File: src/rtl/vga_pkg.sv
// Shared constants and types for the bar-graph VGA renderer: 640x480 timing,
// palette and the level type.
package vga_pkg;
  localparam int H_ACTIVE = 640;
  localparam int H_FP     = 16;
  localparam int H_SYNC   = 96;
  localparam int H_BP     = 48;
  localparam int V_ACTIVE = 480;
  localparam int V_FP     = 10;
  localparam int V_SYNC   = 2;
  localparam int V_BP     = 33;

  typedef struct packed {
    logic [3:0] r;
    logic [3:0] g;
    logic [3:0] b;
  } rgb_t;

  localparam rgb_t BLACK  = 12'h000;
  localparam rgb_t GREEN  = 12'h0F0;
  localparam rgb_t YELLOW = 12'hFF0;
  localparam rgb_t RED    = 12'hF00;
  localparam rgb_t WHITE  = 12'hFFF;

  typedef logic [4:0] level_t;
endpackage

File: src/rtl/vga_bar_display_if.sv
// Level write port: valid/ready writes into the shadow bank plus a commit pulse.
interface vga_bar_display_if
  import vga_pkg::*;
#(
  parameter int NUM_BARS = 16,
  parameter int LEVEL_W  = $bits(level_t)
) ();
  localparam int IDX_W = (NUM_BARS > 1) ? $clog2(NUM_BARS) : 1;

  logic               wr_valid;
  logic               wr_ready;
  logic [IDX_W-1:0]   wr_idx;
  logic [LEVEL_W-1:0] wr_level;
  logic               commit;

  modport master (output wr_valid, wr_idx, wr_level, commit, input wr_ready);
  modport slave  (input wr_valid, wr_idx, wr_level, commit, output wr_ready);
endinterface

File: src/rtl/vga_timing.sv
// Raster counters, raw syncs, and bar/segment indices tracked by sub-counters
// so the pixel path never divides.
module vga_timing
  import vga_pkg::*;
#(
  parameter int H_ACT    = H_ACTIVE,
  parameter int H_FRONT  = H_FP,
  parameter int H_SW     = H_SYNC,
  parameter int H_BACK   = H_BP,
  parameter int V_ACT    = V_ACTIVE,
  parameter int V_FRONT  = V_FP,
  parameter int V_SW     = V_SYNC,
  parameter int V_BACK   = V_BP,
  parameter int NUM_BARS = 16,
  parameter int LEVELS   = 16,
  localparam int IDX_W   = (NUM_BARS > 1) ? $clog2(NUM_BARS) : 1,
  localparam int SEG_W   = (LEVELS > 1) ? $clog2(LEVELS) : 1
) (
  input  logic             clk,
  input  logic             rst,
  output logic             hsync_raw,
  output logic             vsync_raw,
  output logic             active,
  output logic             frame_origin,
  output logic             swap,
  output logic [IDX_W-1:0] bar_idx,
  output logic [SEG_W-1:0] seg,
  output logic             col_gap,
  output logic             row_gap
);
  localparam int H_TOT = H_ACT + H_FRONT + H_SW + H_BACK;
  localparam int V_TOT = V_ACT + V_FRONT + V_SW + V_BACK;
  localparam int BAR_W = H_ACT / NUM_BARS;
  localparam int SEG_H = V_ACT / LEVELS;
  localparam int HW    = $clog2(H_TOT);
  localparam int VW    = $clog2(V_TOT);
  localparam int CW    = (BAR_W > 1) ? $clog2(BAR_W) : 1;
  localparam int RW    = (SEG_H > 1) ? $clog2(SEG_H) : 1;

  logic [HW-1:0]    h_q, h_d;
  logic [VW-1:0]    v_q, v_d;
  logic [CW-1:0]    col_q, col_d;
  logic [IDX_W-1:0] bar_q, bar_d;
  logic [RW-1:0]    row_q, row_d;
  logic [SEG_W-1:0] segt_q, segt_d;
  logic             line_end, frame_end;

  assign line_end  = (h_q == HW'(H_TOT - 1));
  assign frame_end = line_end && (v_q == VW'(V_TOT - 1));

  always_comb begin
    h_d    = line_end ? '0 : h_q + 1'b1;
    v_d    = v_q;
    col_d  = col_q + 1'b1;
    bar_d  = bar_q;
    row_d  = row_q;
    segt_d = segt_q;
    if (line_end) begin
      v_d   = frame_end ? '0 : v_q + 1'b1;
      col_d = '0;
      bar_d = '0;
    end else if (col_q == CW'(BAR_W - 1)) begin
      col_d = '0;
      // bar index parks on the last bar through horizontal blanking
      if (bar_q != IDX_W'(NUM_BARS - 1)) bar_d = bar_q + 1'b1;
    end
    if (frame_end) begin
      row_d  = '0;
      segt_d = '0;
    end else if (line_end) begin
      if (row_q == RW'(SEG_H - 1)) begin
        row_d = '0;
        if (segt_q != SEG_W'(LEVELS - 1)) segt_d = segt_q + 1'b1;
      end else begin
        row_d = row_q + 1'b1;
      end
    end
  end

  always_ff @(posedge clk or negedge rst) begin
    if (!rst) begin
      h_q    <= '0;
      v_q    <= '0;
      col_q  <= '0;
      bar_q  <= '0;
      row_q  <= '0;
      segt_q <= '0;
    end else begin
      h_q    <= h_d;
      v_q    <= v_d;
      col_q  <= col_d;
      bar_q  <= bar_d;
      row_q  <= row_d;
      segt_q <= segt_d;
    end
  end

  assign hsync_raw    = !((h_q >= HW'(H_ACT + H_FRONT)) && (h_q < HW'(H_ACT + H_FRONT + H_SW)));
  assign vsync_raw    = !((v_q >= VW'(V_ACT + V_FRONT)) && (v_q < VW'(V_ACT + V_FRONT + V_SW)));
  assign active       = (h_q < HW'(H_ACT)) && (v_q < VW'(V_ACT));
  assign frame_origin = (h_q == '0) && (v_q == '0);
  assign swap         = (h_q == '0) && (v_q == VW'(V_ACT));
  assign bar_idx      = bar_q;
  // segment counter runs top-down; flip so segment 0 is the bottom one
  assign seg          = SEG_W'(LEVELS - 1) - segt_q;
  assign col_gap      = (col_q >= CW'(BAR_W - 2));
  assign row_gap      = (row_q == '0);
endmodule

File: src/rtl/vga_bar_display.sv
// Bar-graph VGA renderer: double-buffered bar levels, per-bar peak hold with
// decay, colour mux and registered video outputs.
module vga_bar_display
  import vga_pkg::*;
#(
  parameter int NUM_BARS          = 16,
  parameter int LEVELS            = 16,
  parameter int LEVEL_W           = $bits(level_t),
  parameter int PEAK_HOLD_FRAMES  = 30,
  parameter int PEAK_DECAY_FRAMES = 4,
  parameter int H_ACT             = H_ACTIVE,
  parameter int H_FRONT           = H_FP,
  parameter int H_SW              = H_SYNC,
  parameter int H_BACK            = H_BP,
  parameter int V_ACT             = V_ACTIVE,
  parameter int V_FRONT           = V_FP,
  parameter int V_SW              = V_SYNC,
  parameter int V_BACK            = V_BP
) (
  input  logic                clk,
  input  logic                rst,
  vga_bar_display_if.slave    wr,
  output logic                hsync,
  output logic                vsync,
  output logic [3:0]          red,
  output logic [3:0]          green,
  output logic [3:0]          blue,
  output logic                frame_start
);
  localparam int IDX_W   = (NUM_BARS > 1) ? $clog2(NUM_BARS) : 1;
  localparam int SEG_W   = (LEVELS > 1) ? $clog2(LEVELS) : 1;
  localparam int HOLD_W  = $clog2(PEAK_HOLD_FRAMES + 1);
  localparam int PRESC_W = (PEAK_DECAY_FRAMES > 1) ? $clog2(PEAK_DECAY_FRAMES) : 1;
  localparam logic [IDX_W:0] NB_L = (IDX_W + 1)'(NUM_BARS);

  logic             t_hsync, t_vsync, t_active, t_origin, t_swap, t_col_gap, t_row_gap;
  logic [IDX_W-1:0] t_bar;
  logic [SEG_W-1:0] t_seg;

  vga_timing #(
    .H_ACT(H_ACT), .H_FRONT(H_FRONT), .H_SW(H_SW), .H_BACK(H_BACK),
    .V_ACT(V_ACT), .V_FRONT(V_FRONT), .V_SW(V_SW), .V_BACK(V_BACK),
    .NUM_BARS(NUM_BARS), .LEVELS(LEVELS)
  ) u_timing (
    .clk          (clk),
    .rst          (rst),
    .hsync_raw    (t_hsync),
    .vsync_raw    (t_vsync),
    .active       (t_active),
    .frame_origin (t_origin),
    .swap         (t_swap),
    .bar_idx      (t_bar),
    .seg          (t_seg),
    .col_gap      (t_col_gap),
    .row_gap      (t_row_gap)
  );

  logic [NUM_BARS-1:0][LEVEL_W-1:0] shadow_q, shadow_d;
  logic [NUM_BARS-1:0][LEVEL_W-1:0] active_q, active_d;
  logic [NUM_BARS-1:0][LEVEL_W-1:0] peak_q, peak_d;
  logic [NUM_BARS-1:0][HOLD_W-1:0]  hold_q, hold_d;
  logic [PRESC_W-1:0]               presc_q, presc_d;
  logic                             pending_q, pending_d;
  logic                             do_swap, accept, presc_wrap;
  logic [LEVEL_W-1:0]               wr_lvl_c;

  logic                             hsync_q, hsync_d, vsync_q, vsync_d, fs_q, fs_d;
  rgb_t                             rgb_q, rgb_d;
  logic [LEVEL_W-1:0]               lvl, pk, seg_l;

  // the write port stalls only while the shadow bank is being copied
  assign do_swap     = t_swap && pending_q;
  assign wr.wr_ready = !do_swap;
  assign accept      = wr.wr_valid && !do_swap;
  assign wr_lvl_c    = (wr.wr_level > LEVEL_W'(LEVELS)) ? LEVEL_W'(LEVELS) : wr.wr_level;
  assign presc_wrap  = (presc_q == PRESC_W'(PEAK_DECAY_FRAMES - 1));

  always_comb begin
    shadow_d = shadow_q;
    if (accept && ({1'b0, wr.wr_idx} < NB_L)) shadow_d[wr.wr_idx] = wr_lvl_c;
    active_d  = do_swap ? shadow_q : active_q;
    pending_d = (pending_q && !t_swap) || wr.commit;
    presc_d   = presc_q;
    if (t_swap) presc_d = presc_wrap ? '0 : presc_q + 1'b1;
  end

  // peak tracking sees the level that will be displayed next frame
  always_comb begin
    peak_d = peak_q;
    hold_d = hold_q;
    for (int b = 0; b < NUM_BARS; b++) begin
      if (t_swap) begin
        if (active_d[b] >= peak_q[b]) begin
          peak_d[b] = active_d[b];
          hold_d[b] = HOLD_W'(PEAK_HOLD_FRAMES);
        end else if (hold_q[b] != '0) begin
          hold_d[b] = hold_q[b] - 1'b1;
        end else if (presc_wrap) begin
          peak_d[b] = peak_q[b] - 1'b1;
        end
      end
    end
  end

  always_comb begin
    lvl     = active_q[t_bar];
    pk      = peak_q[t_bar];
    seg_l   = LEVEL_W'(t_seg);
    rgb_d   = BLACK;
    if (t_active && !t_col_gap && !t_row_gap) begin
      if ((pk > lvl) && (seg_l + 1'b1 == pk)) begin
        rgb_d = WHITE;
      end else if (seg_l < lvl) begin
        if (seg_l < LEVEL_W'(LEVELS / 2))          rgb_d = GREEN;
        else if (seg_l < LEVEL_W'(3 * LEVELS / 4)) rgb_d = YELLOW;
        else                                       rgb_d = RED;
      end
    end
    hsync_d = t_hsync;
    vsync_d = t_vsync;
    fs_d    = t_origin;
  end

  always_ff @(posedge clk or negedge rst) begin
    if (!rst) begin
      shadow_q  <= '0;
      active_q  <= '0;
      peak_q    <= '0;
      hold_q    <= '0;
      presc_q   <= '0;
      pending_q <= 1'b0;
      hsync_q   <= 1'b1;
      vsync_q   <= 1'b1;
      fs_q      <= 1'b0;
      rgb_q     <= BLACK;
    end else begin
      shadow_q  <= shadow_d;
      active_q  <= active_d;
      peak_q    <= peak_d;
      hold_q    <= hold_d;
      presc_q   <= presc_d;
      pending_q <= pending_d;
      hsync_q   <= hsync_d;
      vsync_q   <= vsync_d;
      fs_q      <= fs_d;
      rgb_q     <= rgb_d;
    end
  end

  assign hsync       = hsync_q;
  assign vsync       = vsync_q;
  assign red         = rgb_q.r;
  assign green       = rgb_q.g;
  assign blue        = rgb_q.b;
  assign frame_start = fs_q;
endmodule

File: src/flat_wrapper.sv
// flat-port wrapper written by rule: the top's interface ports become plain ports
module vga_bar_display_flat import vga_pkg::*;
#(
  parameter int NUM_BARS          = 16,
  parameter int LEVELS            = 16,
  parameter int LEVEL_W           = $bits(level_t),
  parameter int PEAK_HOLD_FRAMES  = 30,
  parameter int PEAK_DECAY_FRAMES = 4,
  parameter int H_ACT             = H_ACTIVE,
  parameter int H_FRONT           = H_FP,
  parameter int H_SW              = H_SYNC,
  parameter int H_BACK            = H_BP,
  parameter int V_ACT             = V_ACTIVE,
  parameter int V_FRONT           = V_FP,
  parameter int V_SW              = V_SYNC,
  parameter int V_BACK            = V_BP
)
  (clk, rst, hsync, vsync, red, green, blue, frame_start, wr_wr_valid, wr_wr_idx, wr_wr_level, wr_commit, wr_wr_ready);
  vga_bar_display_if #(.NUM_BARS(NUM_BARS), .LEVEL_W(LEVEL_W)) wr_i ();
  input  logic clk;
  input  logic rst;
  output logic hsync;
  output logic vsync;
  output logic [3:0] red;
  output logic [3:0] green;
  output logic [3:0] blue;
  output logic frame_start;
  input wire logic [$bits(wr_i.wr_valid)-1:0] wr_wr_valid;
  input wire logic [$bits(wr_i.wr_idx)-1:0] wr_wr_idx;
  input wire logic [$bits(wr_i.wr_level)-1:0] wr_wr_level;
  input wire logic [$bits(wr_i.commit)-1:0] wr_commit;
  output wire logic [$bits(wr_i.wr_ready)-1:0] wr_wr_ready;
  assign wr_i.wr_valid = wr_wr_valid;
  assign wr_i.wr_idx = wr_wr_idx;
  assign wr_i.wr_level = wr_wr_level;
  assign wr_i.commit = wr_commit;
  assign wr_wr_ready = wr_i.wr_ready;
  vga_bar_display #(.NUM_BARS(NUM_BARS), .LEVELS(LEVELS), .LEVEL_W(LEVEL_W), .PEAK_HOLD_FRAMES(PEAK_HOLD_FRAMES), .PEAK_DECAY_FRAMES(PEAK_DECAY_FRAMES), .H_ACT(H_ACT), .H_FRONT(H_FRONT), .H_SW(H_SW), .H_BACK(H_BACK), .V_ACT(V_ACT), .V_FRONT(V_FRONT), .V_SW(V_SW), .V_BACK(V_BACK)) u_core (.clk(clk), .rst(rst), .wr(wr_i), .hsync(hsync), .vsync(vsync), .red(red), .green(green), .blue(blue), .frame_start(frame_start));
endmodule
File: config.mk
export PLATFORM = sky130hd
export DESIGN_NAME = vga_bar_display_flat
export DESIGN_NICKNAME = d
export VERILOG_FILES = /design/src/rtl/vga_pkg.sv /design/src/rtl/vga_bar_display_if.sv /design/src/rtl/vga_timing.sv /design/src/rtl/vga_bar_display.sv /design/src/flat_wrapper.sv
export SDC_FILE = /design/constraint.sdc
export NUM_CORES = 1
export LEC_CHECK = 0
export CAP_MARGIN = 20
export CORE_MARGIN = 2
export CORE_UTILIZATION = 54
export DETAILED_ROUTE_END_ITERATION = 8
export GPL_ROUTABILITY_DRIVEN = 0
export PLACE_DENSITY = 0.7
export SLEW_MARGIN = 10
export SYNTH_ARGS = -nofsm -noshare
export SYNTH_HDL_FRONTEND = slang
export SYNTH_HIERARCHICAL = 1
export SYNTH_SLANG_ARGS = --single-unit
File: constraint.sdc
create_clock -name clk -period 11.8 [get_ports clk]
set_input_delay 2.36 -clock clk [delete_from_list [all_inputs] [get_ports clk]]
set_output_delay 2.36 -clock clk [all_outputs]
set_load 0.03 [all_outputs]
==> results of run 1 <==
==> layout by cell type (no fill, tap or decap), drive strengths merged, types with 6 or more instances in the layout <==
cell | synthesis | routed
a211oi | 17 | 17
a21o | 42 | 42
a21oi | 63 | 63
a2bb2oi | 52 | 52
a31oi | 6 | 6
a32oi | 16 | 16
and2 | 30 | 30
and3 | 6 | 6
buf | 37 | 17
bufinv | 0 | 7
clkbuf | 31 | 58
clkdlybuf4s50 | 0 | 27
clkinv | 1 | 7
dfrtp | 366 | 366
ha | 150 | 150
inv | 152 | 154
mux2 | 119 | 119
mux2i | 67 | 67
mux4 | 41 | 41
nand2 | 215 | 215
nand2b | 35 | 35
nand3 | 58 | 58
nand4 | 14 | 14
nor2 | 90 | 90
nor2b | 17 | 17
nor3 | 39 | 39
nor4 | 18 | 18
nor4b | 27 | 27
nor4bb | 9 | 9
o21ai | 128 | 128
o21bai | 6 | 6
o221ai | 9 | 9
o31a | 7 | 7
or3 | 6 | 6
xnor2 | 54 | 54
xor2 | 34 | 34
==> cell usage after synthesis (5+ instances only) <==
cell,n,area (um^2)
o221ai_1,9,78.8
o31ai_1,5,37.5
a2bb2oi_1,52,455
nand3_1,58,290
buf_4,16,120
buf_2,14,70.1
ha_1,150,1880
nor2_1,90,338
o31a_1,7,61.3
a31oi_1,6,37.5
a21oi_1,47,235
o211ai_1,5,37.5
mux4_1,12,315
a21oi_2,16,140
and2_1,30,188
nor3_1,39,195
dfrtp_1,366,9160
mux2_2,119,1340
nor2b_1,17,106
o21bai_1,6,45.0
a21o_1,42,315
xnor2_1,54,473
and3_1,5,31.3
inv_1,151,567
nor4_1,17,106
mux2i_1,67,671
o21ai_0,128,641
o311ai_0,5,43.8
mux4_2,29,653
nor4b_1,27,236
nor4bb_1,9,90.1
xor2_1,34,298
a211oi_1,17,128
clkbuf_1,30,113
a32oi_1,16,140
nand4_1,14,87.6
nand2b_1,35,219
nand2_1,215,807
==> per-stage QoR <==
stage               total power, mW  instances  setup WS (ps)  hold slack [ps]  util [%]
floorplan                      1.39       2018           7460              446         -
global placement               1.44       2511           6480              457      56.6
detailed placement             1.44       2511           6480              466      56.6
CTS                            2.90       2588           5860              479      60.6
global route                   2.98       2589           5610              498      60.7
finish                         2.88       2589           5880              476      60.7
==> critical path, stage by stage (launching register included) <==
cell	delay, ps
dfrtp_1	390
inv_1	110
ha_1	180
nor4b_1	240
nand3_1	160
nor4_2	260
buf_12	440
nand2_4	400
clkdlybuf4s50_1	720
==> layout make-up <==
type,count,area share [%]
clock buffer,58,5.41
clock inverter,19,1.20
multi-input combinational,1429,47.3
inverter,153,2.44
sequential,368,39.1
tap,518,2.75
timing repair buffer,44,1.86
==> routing by layer <==
layer	GRT usage (%)	vias up	part of all wire, %
li1	-	7296	-
met1	34.6	7838	44
met5	0	-	0
met2	43.7	391	48
met3	3.55	114	4.6
met4	11.2	0	4.0
==> sequential cells by signal, indices dropped and copies added, names as in the netlist, 2 cells and up <==
register                 count
u_core/u_timing/bar_idx      4
u_core/presc_q               2
u_core/active_q             80
u_core/shadow_q             80
u_core/u_timing/segt_q       4
u_core/u_timing/col_q        6
u_core/peak_q               80
u_core/u_timing/v_q         10
u_core/hold_q               80
u_core/u_timing/row_q        5
u_core/u_timing/h_q         10
==> power by group through the flow <==
stage | clock network (mW) | registers (mW) | logic (mW)
finish | 1.45 | 1.34 | 0.0882
global route | 1.54 | 1.34 | 0.0999
CTS | 1.48 | 1.33 | 0.0889
detailed placement | 0 | 1.36 | 0.0881
global placement | 0 | 1.35 | 0.0840
floorplan | 0 | 1.35 | 0.0431
==> kinds of logic (layout without fill, tap and decap cells) <==
kind of cell / count (synthesis) / in the layout / synth area share, %
AO/OA/AOI/OAI: 391 / 391 / 12.5
XOR/XNOR: 88 / 88 / 3.62
adder cells (fa/ha/maj): 150 / 150 / 8.81
buffers and inverters: 221 / 274 / 4.52
flip-flops: 368 / 368 / 43.3
multiplexers: 227 / 227 / 14.0
AND/OR/NAND/NOR: 573 / 573 / 13.3
==> path summary, 6_finish.rpt <==
path | from | slack, ps | to
max | u_core/u_timing/v_q[0] | 5880 | wr_wr_ready
min | u_core/shadow_q[18] | 480 | u_core/shadow_q[18]
max reg2reg | u_core/u_timing/v_q[0] | 6600 | u_core/peak_q[13]
min reg2reg | u_core/shadow_q[18] | 480 | u_core/shadow_q[18]
max in group asynchronous | rst | 8580 | u_core/shadow_q[51]
min in group asynchronous | rst | 1790 | u_core/hold_q[6]
==> results_dict.tcl, run 1 <==
set metrics [dict create \
    status "completed" \
    clk_path_buf_depth 3 \
    irDropWorstVdd_uv 118 \
    criticalPathCategory "reg -> out" \
    wl_per_cell_um 20.2 \
    drv_cap 0 \
    clkSinkCount 368 \
    ios 29 \
    routed_via_density 6.04 \
    drc 0 \
    grt_pass1_wl_mm 85.5 \
    holdCritPathClass "reg -> reg" \
    core_um2 38800 \
    finalMaxSlewViolations 0 \
    fillCellCount 3151 \
    synthToLayoutAreaGrowth_pct 10.7 \
    finalNetCount 2202 \
    final-seq-area_um2 9210 \
    clock_latency_ps 560 \
    drt_first_pass_iters 5 \
    antenna_found_initial 0 \
    synthDistinctLibCells 71 \
    relSlewSlack_pct 36.5 \
    period_share_pct 50.1 \
    syn_inst 2018 \
    yosysWarnings 6 \
    drive_gt1_share_pct 13.1 \
    diodes 0 \
    synthesis.area_um2 21300 \
    end_kind "output port" \
    clk_pin_slew_worst_paths_ps 60 \
    root_buffer "clkbuf_16" \
    rsz0062_at_grt "no" \
    rows 72 \
    initial_core_util_pct 54.8 \
    grt_max_degree 110 \
    power_frac_comb_pct 3.1 \
    synth_edf_count 0 \
    p_sw_uw 624 \
    portBuffers 28 \
    max_slew.worst_pin.slew_ps 952 \
    cts_tree "done" \
    fin_area_um2 23600 \
    dpl-instance-area_um2 22000 \
    numCtsBuffers 43 \
    fin_setup_tns_ps 0 \
    dieArea_um2 41000 \
    dp_hpwl_mm 36.4 \
    htreeDepth 2 \
    antenna_left 0 \
    seqPwrFrac_pct 46.5 \
    post_cts_buffers 0 \
    multi_input_area_um2 11100 \
    cts_resized 0 \
    period_needed_ps 5920 \
    yosysSeqAreaShare_pct 43.3 \
    p_sw_share_pct 21.7 \
    hold_viol 0 \
    reg2regPathDepth 18 \
    critPathMaxFanout 109 \
    drt-initial-drc-count 979 \
    max_freq_mhz 169 \
    min_path_cells 2 \
    track_usage_pct 26.2 \
    intPower_mw 2.25 \
    p_leak_nw 10.2 \
    required_ps 9440 \
    die_y_um 203 \
    p_clk_share_pct 50.5 \
    synth_nets 2181 \
    via_count 15600 \
    drt_wl_total_mm 52.3 \
    p_per_area_nw_per_um2 122 \
    async_reset_ff_share_pct 100 \
    crit_path_start_kind "flip-flop" \
    avgSynthCellArea_um2 10.6 \
    grt_pass1_vias 15800 \
    dieWidth_um 203 \
    finClkSkew_ps 17.8 \
    yosys_most_used_dff "dfrtp_1" \
    synth-seq-cells 368 \
    hold_buffers 0 \
    crit_arrival_ps 3560 \
    gr-total-overflow 0 \
    finalSetupViolCount 0 \
]
Power figures use the tool's default switching activity.
==> run 2: changes to the inputs <==
- clock period: 11.8 -> 6 ns (I/O delays scaled with it)
==> results_dict.tcl, run 2 (synthesis results as in run 1) <==
set metrics [dict create \
    status "completed" \
    track_usage_pct 25.7 \
    drt-initial-drc-count 1032 \
    dieWidth_um 203 \
    clock_latency_ps 570 \
    clk_path_buf_depth 3 \
    required_ps 6400 \
    regToRegSetupSlack_ps 1380 \
    post_cts_buffers 0 \
    slowest_stage "nand2_4" \
    wl_met1_mm 22.4 \
    irDropWorstVdd_uv 206 \
    htreeDepth 2 \
    drv_cap 0 \
    finalMaxSlewViolations 0 \
    finalNetCount 2197 \
    gr-total-overflow 0 \
    crit_buf_inv 3 \
    clkSinkCount 368 \
    most-common-layout-cells "364 x dfrtp_1, 214 x nand2_1, 151 x inv_1, 150 x ha_1, 128 x o21ai_0" \
    relSlewSlack_pct 21.8 \
    wl_met3_mm 2.62 \
    die_y_um 203 \
    via_count 15400 \
    fin_setup_tns_ps 0 \
    finClkSkew_ps 23.6 \
    root_buffer "clkbuf_16" \
    drt_first_pass_iters 5 \
    rsz0062_at_grt "no" \
    ios 29 \
    drive_gt1_share_pct 12.5 \
    antenna_left 0 \
    crit_chain "inv_1 > ha_1 > nor4b_1 > nand3_1 > nor4_2 > nand2_4 > buf_4 > mux2_2 > inv_1 > ha_1 > nand2b_1 > a21o_1 > a21o_1 > a21o_1 > a21oi_2 > a21oi_1 > a2bb2oi_1" \
    portBuffers 28 \
    max_slew.worst_pin.slew_ps 1170 \
    grt_pass1_vias 15300 \
    top_layer "met5" \
    routed_via_density 5.99 \
    wl_met2_mm 24.8 \
    cp_top_family "simple AND/OR/NAND/NOR gates" \
    wl_per_cell_um 20.0 \
    hold_buffers 0 \
    p_per_area_nw_per_um2 225 \
    crit_arrival_ps 5020 \
    synthToLayoutAreaGrowth_pct 9.31 \
    numCtsBuffers 41 \
    cts_resized 0 \
    clk_pin_slew_worst_paths_ps 60 \
    criticalPathCategory "reg -> reg" \
    period_needed_ps 4620 \
    holdCritPathClass "reg -> reg" \
    finalSetupViolCount 0 \
    cts_tree "done" \
    diodes 0 \
    grt_max_degree 151 \
    dpl-instance-area_um2 22000 \
    core_um2 38800 \
    initial_core_util_pct 54.8 \
    dp.cells 2509 \
    cpPeakStageDelay_ps 540 \
    antenna_found_initial 2 \
    max_freq_mhz 216 \
    crit_path_start_kind "flip-flop" \
    hold_viol 0 \
    rows 72 \
    drt_wl_total_mm 51.5 \
    final_cells 2579 \
    dp_hpwl_mm 36.8 \
    critPathMaxFanout 53 \
    path_common_cell "a21o_1" \
    fin_area_um2 23300 \
    grt_pass1_wl_mm 83.3 \
    final_common_cell "dfrtp_1" \
    final_util_pct 59.9 \
    end_kind "flip-flop" \
    drc 0 \
    period_share_pct 77.1 \
    holdWs_ps 471 \
    p_leak_nw 10.0 \
    dieArea_um2 41000 \
]
## run 2: tightest hold or removal path: cells and delay by family (launching register included)
kind,cells,cell delay [ps]
compound gates,1,60
flops,1,340
simple gates,1,40
## run 2: where the power goes
group          internal, mW  total (mW)  leakage, nW  switching, mW
clock                  1.44        2.45        0.646           1.01
sequential             2.58        2.62         5.03         0.0497
combinational        0.0625       0.170         4.36          0.108
total                  4.07        5.25         10.0           1.17
## run 2: per-stage QoR
step	power [mW]	worst slack, ps
3_5_place_dp	2.84	1360
4_1_cts	5.31	1350
2_1_floorplan	2.73	2170
6_report	5.25	1380
3_3_place_gp	2.83	1510
5_1_grt	5.43	887
## run 2: worst paths after layout
check / from / end / depth (start not counted)
worst max register to register: u_core/u_timing/v_q[0] / u_core/peak_q[15] / 17
worst max-delay path: u_core/u_timing/v_q[0] / u_core/peak_q[15] / 17
max in group asynchronous: rst / u_core/hold_q[42] / 2
worst min register to register: u_core/shadow_q[72] / u_core/shadow_q[72] / 2
min in group asynchronous: rst / u_core/hold_q[17] / 1
worst min-delay path: u_core/shadow_q[72] / u_core/shadow_q[72] / 2
## run 2: layout make-up
cell class	count	area, um^2
Fill cell	3163	15600
Clock buffer	55	1160
Multi-Input combinational cell	1429	11100
Clock inverter	15	135
Tap cell	518	648
Timing Repair Buffer	41	408
Inverter	153	574
Sequential cell	368	9210
## run 2: routing by layer
layer	track usage, %	vias to the layer above
met2	42.9	342
met4	9.33	2
met5	0	-
li1	-	7285
met1	34.2	7722
met3	4.04	87
